===== config.mk =====
export PLATFORM = sky130hd
export DESIGN_NAME = mult_div_unit
export DESIGN_NICKNAME = d
export VERILOG_FILES = /design/src/rtl/mult_div_unit_pkg.sv /design/src/rtl/mult_div_unit.sv
export SDC_FILE = /design/constraint.sdc
export NUM_CORES = 1
export LEC_CHECK = 0
export CORE_MARGIN = 8
export CORE_UTILIZATION = 48
export CTS_BUF_LIST = sky130_fd_sc_hd__clkbuf_2 sky130_fd_sc_hd__clkbuf_4 sky130_fd_sc_hd__clkbuf_8
export DETAILED_ROUTE_END_ITERATION = 16
export GPL_TIMING_DRIVEN = 0
export PLACE_DENSITY = 0.68
export REMOVE_ABC_BUFFERS = 1
export SYNTH_ARGS = -nofsm -noshare
export SYNTH_HDL_FRONTEND = slang
export SYNTH_SLANG_ARGS = --single-unit

===== constraint.sdc =====
create_clock -name clock -period 3.76 [get_ports clock]
set_input_delay 0.752 -clock clock [delete_from_list [all_inputs] [get_ports clock]]
set_output_delay 0.752 -clock clock [all_outputs]
set_load 0.01 [all_outputs]

===== src/rtl/mult_div_unit_pkg.sv =====
// mult_div_unit_pkg
//
// Purpose: shared definitions for the multiply/divide unit and the decode
// logic that drives it. Holds the op encodings seen on the `op` port, the
// sequencer state encoding, the iteration bound and small operand helpers.
//
// Contents:
//   mdu_op_e     - MULT / MULTU / DIV / DIVU encodings of the 2-bit op field
//   mdu_state_e  - sequencer states IDLE, CALC, SIGN, DONE
//   LAST_ITER    - index of the final shift/add or shift/subtract iteration
//   abs32        - two's-complement magnitude of a 32-bit value
//   op_is_signed - op treats its operands as signed
//   op_is_div    - op is a divide

package mult_div_unit_pkg;

    typedef enum logic [1:0] {
        OP_MULT  = 2'b00,
        OP_MULTU = 2'b01,
        OP_DIV   = 2'b10,
        OP_DIVU  = 2'b11
    } mdu_op_e;

    typedef enum logic [1:0] {
        ST_IDLE = 2'b00,
        ST_CALC = 2'b01,
        ST_SIGN = 2'b10,
        ST_DONE = 2'b11
    } mdu_state_e;

    localparam logic [5:0] LAST_ITER = 6'd31;

    // 0x80000000 maps onto itself, which reads correctly as the unsigned
    // magnitude 2^31.
    function automatic logic [31:0] abs32(input logic [31:0] value);
        return value[31] ? (32'd0 - value) : value;
    endfunction

    // Bit 0 of the op field clear selects the signed variants.
    function automatic logic op_is_signed(input logic [1:0] op_code);
        return ~op_code[0];
    endfunction

    function automatic logic op_is_div(input logic [1:0] op_code);
        return op_code[1];
    endfunction

endpackage


===== src/rtl/mult_div_unit.sv =====
// mult_div_unit
//
// Purpose: multi-cycle integer multiply/divide unit holding the HI/LO
// registers. MULT/MULTU use a 32-iteration shift-add engine, DIV/DIVU a
// 32-iteration restoring divider. Every operation takes the same fixed
// latency: start sampled at the end of cycle 0, busy in cycles 1..33, HI/LO
// written at the end of cycle 33, done pulsed in cycle 34. MTHI/MTLO writes
// are accepted only while no operation is in flight.
//
// Ports:
//   clock        in   rising-edge clock
//   reset        in   synchronous active-high reset
//   start        in   begin operation `op` on rs_data/rt_data
//   op[1:0]      in   00 MULT, 01 MULTU, 10 DIV, 11 DIVU
//   rs_data[31:0] in  multiplicand / dividend
//   rt_data[31:0] in  multiplier / divisor
//   hi_we        in   MTHI write enable
//   lo_we        in   MTLO write enable
//   write_data[31:0] in MTHI/MTLO data
//   busy         out  operation in progress (registered)
//   done         out  one-cycle pulse, HI/LO valid (registered)
//   div_by_zero  out  last divide had a zero divisor, valid with done
//   hi[31:0]     out  HI register
//   lo[31:0]     out  LO register

module mult_div_unit
    import mult_div_unit_pkg::*;
(
    input  logic        clock,
    input  logic        reset,
    input  logic        start,
    input  logic [1:0]  op,
    input  logic [31:0] rs_data,
    input  logic [31:0] rt_data,
    input  logic        hi_we,
    input  logic        lo_we,
    input  logic [31:0] write_data,
    output logic        busy,
    output logic        done,
    output logic        div_by_zero,
    output logic [31:0] hi,
    output logic [31:0] lo
);

    mdu_state_e  state_q, state_d;
    logic [1:0]  op_q, op_d;
    // Multiplicand for multiplies, divisor for divides (always a magnitude).
    logic [31:0] operand_q, operand_d;
    // Multiply: {carry, product_hi, product_lo/multiplier}.
    // Divide:   {remainder[32:0], quotient/dividend}.
    logic [64:0] acc_q, acc_d;
    logic [5:0]  count_q, count_d;
    logic        neg_result_q, neg_result_d;
    logic        neg_rem_q, neg_rem_d;
    logic        div_zero_q, div_zero_d;
    logic [31:0] dividend_q, dividend_d;
    logic [31:0] hi_q, hi_d;
    logic [31:0] lo_q, lo_d;
    logic        busy_q, busy_d;
    logic        done_q, done_d;
    logic        dbz_q, dbz_d;

    // One iteration of each engine, computed from the current accumulator.
    logic [32:0] mul_upper;
    logic [64:0] mul_next;
    logic [32:0] div_shift;
    logic [33:0] div_trial;
    logic [64:0] div_next;

    // Result fix-up applied in the SIGN state.
    logic [63:0] product_mag;
    logic [63:0] product_final;
    logic [31:0] quot_final;
    logic [31:0] rem_final;

    // Operand preparation for an accepted start.
    logic        start_signed;
    logic        start_div;
    logic [31:0] rs_mag;
    logic [31:0] rt_mag;

    // Iteration datapath. The multiply adds the multiplicand into the upper
    // half when the multiplier LSB is set and shifts right, so the carry out
    // of the add lands in bit 63. The divide shifts {rem,quot} left and keeps
    // the trial subtraction only when it does not borrow.
    always_comb begin
        mul_upper = acc_q[64:32];
        if (acc_q[0]) begin
            mul_upper = acc_q[64:32] + {1'b0, operand_q};
        end
        mul_next = {1'b0, mul_upper, acc_q[31:1]};

        div_shift = {acc_q[63:32], acc_q[31]};
        div_trial = {1'b0, div_shift} - {2'b00, operand_q};
        if (!div_trial[33]) begin
            div_next = {div_trial[32:0], acc_q[30:0], 1'b1};
        end else begin
            div_next = {div_shift, acc_q[30:0], 1'b0};
        end
    end

    // Sign restoration of the finished magnitudes. The quotient takes the
    // XOR of the operand signs; the remainder follows the dividend.
    always_comb begin
        product_mag   = acc_q[63:0];
        product_final = neg_result_q ? (64'd0 - product_mag) : product_mag;
        quot_final    = neg_result_q ? (32'd0 - acc_q[31:0]) : acc_q[31:0];
        rem_final     = neg_rem_q ? (32'd0 - acc_q[63:32]) : acc_q[63:32];
    end

    // Operand magnitudes and sign flags for a start in IDLE or DONE.
    always_comb begin
        start_signed = op_is_signed(op);
        start_div    = op_is_div(op);
        rs_mag       = start_signed ? abs32(rs_data) : rs_data;
        rt_mag       = start_signed ? abs32(rt_data) : rt_data;
    end

    // Sequencer next-state and register updates.
    always_comb begin
        state_d      = state_q;
        op_d         = op_q;
        operand_d    = operand_q;
        acc_d        = acc_q;
        count_d      = count_q;
        neg_result_d = neg_result_q;
        neg_rem_d    = neg_rem_q;
        div_zero_d   = div_zero_q;
        dividend_d   = dividend_q;
        hi_d         = hi_q;
        lo_d         = lo_q;
        busy_d       = 1'b0;
        done_d       = 1'b0;
        dbz_d        = dbz_q;

        unique case (state_q)
            ST_IDLE, ST_DONE: begin
                state_d = ST_IDLE;
                // A start takes priority; any MTHI/MTLO in the same cycle is
                // dropped.
                if (start) begin
                    state_d      = ST_CALC;
                    busy_d       = 1'b1;
                    op_d         = op;
                    count_d      = 6'd0;
                    dividend_d   = rs_data;
                    neg_result_d = start_signed & (rs_data[31] ^ rt_data[31]);
                    neg_rem_d    = start_signed & start_div & rs_data[31];
                    div_zero_d   = start_div & (rt_data == 32'd0);
                    if (start_div) begin
                        operand_d = rt_mag;
                        acc_d     = {33'd0, rs_mag};
                    end else begin
                        operand_d = rs_mag;
                        acc_d     = {33'd0, rt_mag};
                    end
                end else begin
                    if (hi_we) begin
                        hi_d = write_data;
                    end
                    if (lo_we) begin
                        lo_d = write_data;
                    end
                end
            end

            ST_CALC: begin
                busy_d  = 1'b1;
                acc_d   = op_is_div(op_q) ? div_next : mul_next;
                count_d = count_q + 6'd1;
                if (count_q == LAST_ITER) begin
                    state_d = ST_SIGN;
                end
            end

            ST_SIGN: begin
                state_d = ST_DONE;
                done_d  = 1'b1;
                dbz_d   = div_zero_q;
                if (!op_is_div(op_q)) begin
                    hi_d = product_final[63:32];
                    lo_d = product_final[31:0];
                end else if (div_zero_q) begin
                    hi_d = dividend_q;
                    lo_d = 32'hFFFF_FFFF;
                end else begin
                    hi_d = rem_final;
                    lo_d = quot_final;
                end
            end

            default: begin
                state_d = ST_IDLE;
            end
        endcase
    end

    // State register; reset aborts any operation without touching HI/LO
    // beyond clearing them.
    always_ff @(posedge clock) begin
        if (reset) begin
            state_q      <= ST_IDLE;
            op_q         <= 2'b00;
            operand_q    <= 32'd0;
            acc_q        <= 65'd0;
            count_q      <= 6'd0;
            neg_result_q <= 1'b0;
            neg_rem_q    <= 1'b0;
            div_zero_q   <= 1'b0;
            dividend_q   <= 32'd0;
            hi_q         <= 32'd0;
            lo_q         <= 32'd0;
            busy_q       <= 1'b0;
            done_q       <= 1'b0;
            dbz_q        <= 1'b0;
        end else begin
            state_q      <= state_d;
            op_q         <= op_d;
            operand_q    <= operand_d;
            acc_q        <= acc_d;
            count_q      <= count_d;
            neg_result_q <= neg_result_d;
            neg_rem_q    <= neg_rem_d;
            div_zero_q   <= div_zero_d;
            dividend_q   <= dividend_d;
            hi_q         <= hi_d;
            lo_q         <= lo_d;
            busy_q       <= busy_d;
            done_q       <= done_d;
            dbz_q        <= dbz_d;
        end
    end

    assign busy        = busy_q;
    assign done        = done_q;
    assign div_by_zero = dbz_q;
    assign hi          = hi_q;
    assign lo          = lo_q;

endmodule

Word-level counts from Yosys, hierarchy flattened --
Cells that the tools add are included.
Operators by class: add/subtract/negate cells 8, multiplexer cells 32, eq/ne operators 9, bitwise operators 6, reduce and logical (&&, ||, !) cells 9
Operators with widths (count):
- $mux W32 | 16
- $mux W65 | 3
- $pmux W65 S2 | 1
- $pmux W32 S2 | 2
- $sub A1 B32 Y32 const A | 4
- $mux W64 | 1
- $sub A1 B64 Y64 const A | 1
- $sub A33 B32 Y34 | 1
- $add A33 B32 Y33 | 1
- $mux W33 | 1
- $logic_not A32 Y1 | 1
- $pmux W6 S2 | 1
- $ne A2 B2 Y1 const B | 5
- $add A6 B1 Y6 const B | 1
- $eq A6 B5 Y1 const B | 1
- $mux W6 | 1
- $pmux W2 S3 | 1
- $reduce_and A3 Y1 | 2
- $and A1 B1 Y1 | 4
- $eq A2 B2 Y1 const B | 2
- $reduce_and A2 Y1 | 2
- $reduce_bool A2 Y1 | 2
- $mux W1 | 3
- $eq A2 B1 Y1 const B | 1
- 6 further kinds | 6
Word-level totals: register bits after elaboration 209, input bits 103, word-level logic and storage cells 78, output and inout port bits 67

Logic depth before layout (Yosys ltp) --
Gate-level depths: netlist of the first run.
depth after elaboration 6, mapped depth 14, mapped depth without buffers 14

Worst setup path after synthesis of the first run --
OpenSTA, ideal clock, no wires.
kind reg2reg, start point register acc_q[33], end point register hi_q[24] (netlist: hi[24]), data required time 3.643 ns, library setup time 0.117 ns, clock period less this slack 3.395 ns, cell stages (with the launch flop) 14, arrival time 3.278 ns, path buffers 1, slack 0.365 ns, cells stage by stage dfxtp_1 -> clkbuf_1 -> inv_1 -> ha_1 -> or4b_4 -> or4_4 -> or3_4 -> or2_4 -> or4b_4 -> nand2_1 -> xor2_1 -> a21oi_1 -> nor2_1 -> o21ai_1
On the way: word-level cells in the longest chain between the ends 5, elaborated cells on any way between the ends 7, classes of those cells add/sub: 2; mux: 5
RTL lines:
- start: declaration | line mult_div_unit.sv:51 | logic [64:0] acc_q, acc_d;
- start signal: assignment | line mult_div_unit.sv:205 | acc_q <= 65'd0;
- start signal: assignment | line mult_div_unit.sv:220 | acc_q <= acc_d;
- $sub A1 B32 Y32 | line mult_div_unit.sv:108 | rem_final = neg_rem_q ? (32'd0 - acc_q[63:32]) : acc_q[63:32];
- $mux W32 | line mult_div_unit.sv:108
- $mux W32 | line mult_div_unit.sv:183 | end else if (div_zero_q) begin
- $mux W32 (*) | line mult_div_unit.sv:180 | if (!op_is_div(op_q)) begin
- $pmux W32 S2 (*) | line mult_div_unit.sv:136 | unique case (state_q)
- end signal: assignment | line mult_div_unit.sv:226 | hi_q <= hi_d;
- end: declaration | line mult_div_unit.sv:57 | logic [31:0] hi_q, hi_d;
Every way passes the cells marked *; elsewhere a longest branch is shown, timed or not. A chain may end at the register's enable or synchronous reset.

Worst setup path in the final report of the first run --
start point register acc_q[32], end point register acc_q[61]
On the way: word-level cells in the longest chain between the ends 4, elaborated cells on any way between the ends 6, classes of those cells add/sub: 2; mux: 4
RTL lines:
- $add A33 B32 Y33 or $sub A33 B32 Y34 (tied branches) | line mult_div_unit.sv:89, mult_div_unit.sv:94
- $mux W33 or $mux W65 (tied branches) | line mult_div_unit.sv:88, mult_div_unit.sv:95
- $mux W65 (*) | line mult_div_unit.sv:169 | acc_d = op_is_div(op_q) ? div_next : mul_next;
- $pmux W65 S2 (*) | line mult_div_unit.sv:136
Marked as above.

==> impl_metrics.py, run 1 <==
metrics = {
    "run_status": {
        "status": "completed",
    },
    "routing": {
        "finalWirelength_mm": 67.90,
        "dr.pass1.iters": 6,
        "post_drt_wl_per_cell_um": 23.67,
        "drcViolationCount": 0,
        "drt-initial-drc-count": 2085,
        "ant_nets": 0,
        "vias_per_cell": 6.400,
        "vias": 18360,
    },
    "finish": {
        "finish.net_count": 2555,
        "fillers": 3374,
        "area_delta_synth_final_pct": 17.66,
        "drive_above_1_share_pct": 7.977,
    },
    "place": {
        "gp_congestion": 0.9704,
        "dp_hpwl_mm": 50.87,
        "port_buffers": 169,
    },
    "floorplan": {
        "die_area_um2": 41590,
        "fp.dieH_um": 203.9,
        "initial_core_util_pct": 48.25,
        "die_x_um": 203.9,
        "core-area_um2": 35140,
        "pin_count": 170,
        "num_rows": 69,
    },
    "worst_hold_path": {
        "hold_class": "reg -> reg",
        "hold_depth": 2,
    },
    "grt": {
        "grt_max_degree": 124,
        "grt_usage_pct": 31.21,
        "grt_pass1_wl_mm": 102.7,
        "use_met2_pct": 48.12,
        "met1_usage_pct": 43.69,
        "antenna_found_initial": 0,
        "grt-busiest-layer": "met2",
        "grt_pass1_vias": 16670,
        "grt-ovfl-total": 0,
        "met3_usage_pct": 4.977,
    },
    "logic_synthesis": {
        "ys.flop_type": "dfxtp_1",
        "synth_warnings": 0,
        "syn_inst": 2338,
        "ys_seq_elements": 208,
        "synth.avg_cell_area_um2": 7.252,
        "synthTopCellsByArea": "dfxtp_1 25%, a21oi_1 7.2%, nand2_1 6.7%, xnor2_1 6.7%, ha_1 5.2%",
        "synth_top_area_share_pct": 24.56,
        "seq_area_frac_synth_pct": 24.56,
        "yosysTopAreaCell": "dfxtp_1",
        "syn_area_um2": 16960,
        "synth-edff-count": 0,
        "synth_cell_types": 73,
        "ys_async_sr_fraction_pct": 0,
    },
    "run": {
        "maxCapViolCount": 0,
    },
    "power": {
        "power.density_nw_per_um2": 654.9,
        "p_int_mw": 6.935,
        "irDropWorstVdd_v": 0.0005517,
        "power_frac_seq_pct": 29.3,
        "fin_total_pwr_mw": 13.06,
        "power.leakage_nw": 7.542,
        "p_comb_share_pct": 52.0,
        "clock_power_share_pct": 18.7,
        "switching_share_pct": 46.92,
        "p_sw_mw": 6.129,
    },
    "clocking": {
        "cts_buffers": 39,
        "cts_root_buf": "clkbuf_8",
        "htree_levels": 2,
        "cts_tree": "built",
        "cts.sinks": 208,
        "cts.clk_slew.worst_paths_ps": 60,
        "clk_latency_ps": 590,
        "clk_path_buf_depth": 3,
        "hold_buffers": 0,
    },
    "timing": {
        "tightest_slew_ps": 1321,
        "setup_violations": 0,
        "max_freq_ghz": 0.2710,
        "whs_ps": 445.9,
        "period_share_pct": 98.13,
        "hold_violations": 0,
        "maxSlewHeadroom_pct": 11.79,
        "fin_crit_ps": 3690,
        "maxSlewViolCount": 0,
        "clock_skew_ps": 57.40,
    },
    "critical_path": {
        "worstPathArrival_ps": 4170,
        "cp-end-kind": "flip-flop",
        "cp-start-kind": "flip-flop",
        "cp_max_fo": 9,
        "r2r_cells": 13,
        "worst-setup-path-type": "reg -> reg",
        "cp.required_ps": 4240,
    },
}
==> repair_timing <==
item                                    4_1_cts  5_1_grt
resized for setup                            17       26
pin swaps                                     3        2
setup buffers                                 5        1
cloned                                        2        1
endpoints found under the setup margin       65       53
==> Yosys cell counts (17+ instances only) <==
cell,number
nand2_1,302
a21oi_1,243
nor2_1,221
dfxtp_1,208
clkbuf_1,163
o21ai_0,138
xnor2_1,129
a211oi_1,97
xor2_1,79
ha_1,71
inv_1,62
a21o_1,52
mux2i_1,52
nor3_1,48
nand3_1,37
o211ai_1,36
o221ai_1,33
mux2_2,27
a31oi_1,26
buf_1,23
o31ai_1,23
nand2b_1,22
or3_1,21
nor4_1,17
==> flip-flops by register name, indices dropped and copies added (netlist names), 2 cells and up <==
register and cells:
hi 32, dividend_q 32, acc_q 65, count_q 6, state_q 2, lo 32, operand_q 32
==> cells by family (layout without fill, tap and decap cells) <==
family	after synthesis	in the layout	synth area share, %
mux	79	79	4.863
compound gates	760	760	28.65
xor+xnor	208	208	10.74
other cells	0	1	0
flops	208	208	24.56
simple gates	754	754	19.96
fa+ha+maj	73	73	5.476
buf+inv	256	325	5.749
==> layout make-up <==
class | instances | area, um2 | share of cell area, %
Clock buffer | 60 | 738.2 | 3.700
Tap cell | 461 | 576.8 | 2.891
Clock inverter | 9 | 101.3 | 0.5080
Timing Repair Buffer | 189 | 2043 | 10.24
Antenna cell | 1 | 2.502 | 0.01254
Inverter | 64 | 251.5 | 1.261
Timing Repair inverter | 3 | 15.01 | 0.07526
Sequential cell | 208 | 4179 | 20.95
Multi-Input combinational cell | 1874 | 12040 | 60.36
==> path summary, 6_finish.rpt <==
path	startpoint	endpoint	slack (ps)
worst min-delay path	hi[24]$_SDFFE_PP0P_	hi[24]$_SDFFE_PP0P_	450
worst max-delay path	acc_q[32]$_SDFFE_PP0P_	acc_q[61]$_SDFFE_PP0P_	70
worst max register to register	acc_q[32]$_SDFFE_PP0P_	acc_q[61]$_SDFFE_PP0P_	70
worst min register to register	hi[24]$_SDFFE_PP0P_	hi[24]$_SDFFE_PP0P_	450
==> power groups by stage <==
stage                     logic [mW]  clock network, mW  registers [mW]
after floorplan                 4.05                  0            3.50
after global placement          6.13                  0            3.90
after detailed placement        6.49                  0            3.79
after CTS                       6.62               2.47            3.74
after global routing            7.37               2.54            3.85
final                           6.80               2.44            3.83
==> cells in the final DEF, fill, tap and decap left out, types with 10 or more instances in the layout <==
master             n
nor2_1           217
xnor2_1          129
a311oi_1          10
nand2b_1          22
nor2b_1           15
nor3_1            45
o211ai_1          36
a21o_1            51
a211oi_1          94
o31ai_1           22
or3_1             21
nand4_1           12
or4_1             12
ha_1              68
mux2_2            27
clkdlybuf4s50_1  167
o221ai_1          33
mux2i_1           52
o41ai_1           14
a21oi_1          239
nand3_1           37
clkbuf_4          14
nand2_1          300
o21ai_0          135
xor2_1            79
nor4_1            13
a31oi_1           24
inv_1             58
dfxtp_1          200
clkbuf_8          46
==> through the flow <==
stage | cells | setup TNS (ps) | worst slack, ps | instance area (um2) | util (%)
final | 2869 | 0 | 70.24 | 19950 | 56.77
after global routing | 2868 | -22.27 | -16.00 | 19950 | 56.77
after CTS | 2866 | 0 | 2.284 | 19810 | 56.39
after detailed placement | 2790 | -54580 | -1780 | 18860 | 53.68
after global placement | 2776 | -648060 | -6795 | 18490 | 52.62
after floorplan | 2146 | -55550 | -1804 | 16220 | -
==> routing by layer <==
layer / share of wire, % / up-vias
met5: 0 / -
met3: 8.8 / 139
met2: 43 / 941
li1: - / 8492
met1: 44 / 8791
met4: 3.7 / 0
==> critical path, cell delays in order, from the launching register on <==
cell	delay [ps]
dfxtp_2	480
ha_1	270
inv_1	70
fa_1	440
nand2b_1	230
a211oi_4	300
o21bai_1	160
a31oi_2	320
o2111ai_2	240
a31oi_1	320
a211oi_1	110
mux2_2	290
a32o_1	210
a31oi_1	140
(Power assumes the default switching activity.)
==> run 2, diff against run 1 <==
--- a/config.mk
+++ b/config.mk
@@ -11,7 +11,6 @@
 export DETAILED_ROUTE_END_ITERATION = 16
 export GPL_TIMING_DRIVEN = 0
 export PLACE_DENSITY = 0.68
-export REMOVE_ABC_BUFFERS = 1
 export SYNTH_ARGS = -nofsm -noshare
 export SYNTH_HDL_FRONTEND = slang
 export SYNTH_SLANG_ARGS = --single-unit
==> run 2 against run 1 <==
Hold slack improved by 7.9 ps. Die area unchanged. Clock skew decreased by 18 ps. Fmax grew 0.42%. Critical path depth shrank 3. Sequential cell count did not move. Cell count is 5.8% higher. Global-route usage increased by 6.3 points. Worst setup slack improved by 15 ps. Wire length grew 20%. Critical path type is now in -> reg. Critical endpoint is now operand_q[31]$_SDFFE_PP0P_. Largest power group unchanged.
==> impl_metrics.py, run 2 (synthesis gave the netlist of run 1 again) <==
metrics = {
    "critical_path": {
        "cp_max_fo": 6,
        "cp_common_cell": "o21ai_0",
        "cp.buffers_inverters": 1,
        "cp-end-kind": "flip-flop",
        "cp.required_ps": 4190,
        "worst-setup-path-type": "in -> reg",
        "cp-start-kind": "primary input",
        "r2r-start": "acc_q[33]$_SDFFE_PP0P_",
        "cp_slowest_cell": "a211oi_1",
        "crit_path_cell_trace": "clkdlybuf4s50_1 > nor4_2 > nand4_1 > nor3_2 > nand3_1 > nor3_1 > o21ai_0 > o21ai_0 > a21oi_1 > a211oi_1",
        "crit_family": "simple AND/OR/NAND/NOR gates",
        "crit_start": "rs_data[2]",
        "cpPeakStageDelay_ps": 630,
        "worstPathArrival_ps": 4100,
    },
    "timing": {
        "setup_violations": 0,
        "maxSlewHeadroom_pct": 13.00,
        "tightest_slew_ps": 1297,
        "max_freq_ghz": 0.2721,
        "hold_violations": 0,
        "fin_crit_ps": 3674,
        "clock_skew_ps": 39.72,
        "worst_slack_ps": 85.52,
        "period_share_pct": 97.73,
        "maxSlewViolCount": 0,
        "setup_tns_ps": 0,
    },
    "floorplan": {
        "die_area_um2": 41590,
        "pin_count": 170,
        "initial_core_util_pct": 48.25,
        "fp.dieH_um": 203.9,
        "die_x_um": 203.9,
        "core-area_um2": 35140,
        "num_rows": 69,
    },
    "grt": {
        "grt_pass1_vias": 18660,
        "grt-ovfl-total": 0,
        "antenna_found_initial": 3,
        "grt_pass1_wl_mm": 118.0,
        "grt_usage_pct": 37.52,
        "grt_max_degree": 14,
    },
    "clocking": {
        "cts_tree": "built",
        "cts_buffers": 38,
        "htree_levels": 2,
        "hold_buffers": 0,
        "clk_latency_ps": 620,
        "cts.clk_slew.worst_paths_ps": 60,
        "cts.sinks": 208,
        "cts_root_buf": "clkbuf_8",
        "clk_path_buf_depth": 3,
    },
    "finish": {
        "finish.net_count": 2724,
        "most-common-layout-cells": "302 x nand2_1, 240 x a21oi_1, 220 x nor2_1",
        "largest_reg_flops": 65,
        "area_delta_synth_final_pct": 19.60,
        "final_common_cell": "nand2_1",
        "drive_above_1_share_pct": 6.449,
        "stdcell_area_um2": 20280,
        "top_register": "acc_q",
        "final_util_pct": 57.71,
    },
    "worst_hold_path": {
        "holdCritStartpoint": "hi[22]$_SDFFE_PP0P_",
        "hold_class": "reg -> reg",
    },
    "routing": {
        "post_drt_wl_per_cell_um": 26.75,
        "vias": 19520,
        "drcViolationCount": 0,
        "ant_nets": 0,
        "finalWirelength_mm": 81.21,
        "drt-initial-drc-count": 2265,
        "dr.pass1.iters": 8,
        "vias_per_cell": 6.431,
    },
    "logic_synthesis": {
        "synth_nets": 2514,
    },
    "run_status": {
        "status": "completed",
    },
    "place": {
        "place_ws_ps": -1129,
        "dp_hpwl_mm": 64.35,
        "gp_congestion": 1.057,
        "place_area_um2": 19210,
        "port_buffers": 168,
    },
    "power": {
        "fin_total_pwr_mw": 13.51,
        "power.density_nw_per_um2": 666.1,
        "power.leakage_nw": 7.612,
        "irDropWorstVdd_v": 0.0006125,
    },
    "run": {
        "maxCapViolCount": 0,
    },
}
==> run 2: final timing paths <==
path,endpoint,slack [ps],cells past startpoint
min reg2reg,hi[22]$_SDFFE_PP0P_,450,1
max reg2reg,hi[24]$_SDFFE_PP0P_,130,13
max,operand_q[31]$_SDFFE_PP0P_,90,10
min,hi[22]$_SDFFE_PP0P_,450,1
==> run 2: layout make-up <==
cell class | instances | area, um2
clock buffer | 60 | 744.5
sequential | 208 | 4170
tap | 461 | 576.8
clock inverter | 6 | 62.56
fill | 3406 | 14860
antenna | 1 | 2.502
buffer | 190 | 739.5
inverter | 64 | 244.0
multi-input combinational | 1874 | 12030
timing repair buffer | 172 | 1712
==> run 2: where the power goes <==
group / switching, mW / internal (mW)
sequential: 0.754 / 2.80
clock: 1.06 / 1.33
combinational: 4.89 / 2.67
==> run 2: what timing repair did <==
item	in CTS	in global routing
setup endpoints to repair	68	34
setup buffers	2	2
gates resized for setup	22	35
pin swaps	1	5
==> run 2: per-stage QoR <==
step	cells	hold slack, ps
finish	3036	453.7
global route	3035	469.0
CTS	3034	453.5
detailed placement	2967	443.9
global placement	2967	434.3
floorplan	2338	431.2
==> run 2: layer usage <==
metal / global-route usage [%] / vias to the layer above / routed length (um)
li1: - / 8831 / -
met1: 48.00 / 9222 / 32290
met5: 0 / - / 106
met4: 21.63 / 6 / 4962
met2: 57.27 / 1208 / 35170
met3: 8.734 / 257 / 8683
==> edit: new RTL, config.mk and constraints of run 1 <==
`lo_q` no longer has a reset.
--- a/src/rtl/mult_div_unit.sv
+++ b/src/rtl/mult_div_unit.sv
@@ -210,5 +210,4 @@
             dividend_q   <= 32'd0;
             hi_q         <= 32'd0;
-            lo_q         <= 32'd0;
             busy_q       <= 1'b0;
             done_q       <= 1'b0;
@@ -225,9 +224,12 @@
             dividend_q   <= dividend_d;
             hi_q         <= hi_d;
-            lo_q         <= lo_d;
             busy_q       <= busy_d;
             done_q       <= done_d;
             dbz_q        <= dbz_d;
         end
+    end
+
+    always_ff @(posedge clock) begin
+        lo_q <= lo_d;
     end
 
Function: changed (a bounded check fails within 4 cycles, from zero or initial values and one cycle with reset high).
==> edit against run 1 <==
  * Design area rose by 0.96%
  * Sequential cell count is the same
  * Area after synthesis is 1.8% higher
  * Non-clock buffer count decreased by 5
  * Worst setup slack got worse by 7.8 ps
  * Power grew 2.7%
  * Wire length fell by 15%
  * Highest routed layer is now met5
  * Die area rose by 1.6%
  * Synthesized cell count is 1.4% lower
  * Hold slack better by 5.4 ps
==> edit: results (changes against run 1) <==
\begin{tabular}{lr}
\hline
Metric & Value \\
\hline
\multicolumn{2}{l}{\textbf{Finish}} \\
\quad Area of combinational cells with multiple inputs & 0.0120 sq mm (-0.63\%) \\
\quad Nets & 2521 (-1.3\%) \\
\quad Non-clock buffer share of cell area & 9.81\% (-0.43 points) \\
\quad Buffers excl. clock & 184 (-2.6\%) \\
\quad Number of combinational gates with multiple inputs & 1842 (-1.7\%) \\
\multicolumn{2}{l}{\textbf{Routing}} \\
\quad Via count & 17100 (-7.0\%) \\
\quad Number of DRC markers after the initial detailed-route iteration & 1666 (-20\%) \\
\multicolumn{2}{l}{\textbf{Synthesis}} \\
\quad Top cells by area in the synthesized netlist & sky130\_fd\_sc\_hd\_\_dfxtp\_1 20\%, sky130\_fd\_sc\_hd\_\_nand2\_1 6.2\%, sky130\_fd\_sc\_hd\_\_a21oi\_1 5.8\% \\
\quad Post-synthesis cell type count & 77 (+5.5\%) \\
\quad Portion of the post-synthesis area used by sequential elements & 26.0\% (+1.4 points) \\
\quad Portion of netlist area occupied by mux cells & 4.82\% (-0.042 points) \\
\multicolumn{2}{l}{\textbf{Pwr}} \\
\quad Peak VDD IR & 0.721 mV (+31\%) \\
\quad Internal Power & 7280 uW (+5.0\%) \\
\multicolumn{2}{l}{\textbf{Global route}} \\
\quad Largest net degree at the start of global routing & 88 (-29\%) \\
\quad Number of global-route vias before repair & 16000 (-4.1\%) \\
\quad Wire length of the first global-routing pass & 89300 um (-13\%) \\
\quad Antenna violations before repair & 3 (+3) \\
\quad GRT Overall Usage & 26.2\% (-5.0 points) \\
\multicolumn{2}{l}{\textbf{Critical path}} \\
\quad Reg-to-Reg Start & acc\_q[0]\$\_SDFFE\_PP0P\_ \\
\quad Reg-to-reg endpoint & hi[26]\$\_SDFFE\_PP0P\_ \\
\quad Critical Path Fanout Max & 10 (+1) \\
\multicolumn{2}{l}{\textbf{Run status}} \\
\quad Outcome & completed \\
\multicolumn{2}{l}{\textbf{Worst hold path}} \\
\quad Hold Startpoint & dividend\_q[31]\$\_SDFFE\_PP0P\_ \\
\quad End point of the worst hold path & dividend\_q[31]\$\_SDFFE\_PP0P\_ \\
\multicolumn{2}{l}{\textbf{Placed design}} \\
\quad HPWL after detailed placement & 42500 um (-16\%) \\
\multicolumn{2}{l}{\textbf{CTS}} \\
\quad Clk\_lat worst skew & 560 ps (-30 ps) \\
\hline
\end{tabular}
-- edit: what timing repair did --
item	CTS	global route
pin swaps	1	2
gates resized for setup	9	13
setup buffers	3	0
setup endpoints to repair	66	24
gates cloned	1	1
-- edit: metal layers --
| metal | track usage, % | vias up | wire, um |
|---|---|---|---|
| li1 | - | 8421 | - |
| met3 | 3.43 | 110 | 3920 |
| met1 | 36.5 | 7948 | 26400 |
| met5 | 0 | - | 13 |
| met2 | 41.0 | 590 | 25400 |
| met4 | 9.14 | 2 | 1930 |
-- edit: metrics by stage --
stage                     std cells  total power [uW]  TNS, ps
final                          2836             13400        0
after floorplan                2116              8180   -82390
after CTS                      2833             13300        0
after global placement         2746             10500  -655320
after detailed placement       2758             10700   -28390
after global routing           2835             14300        0
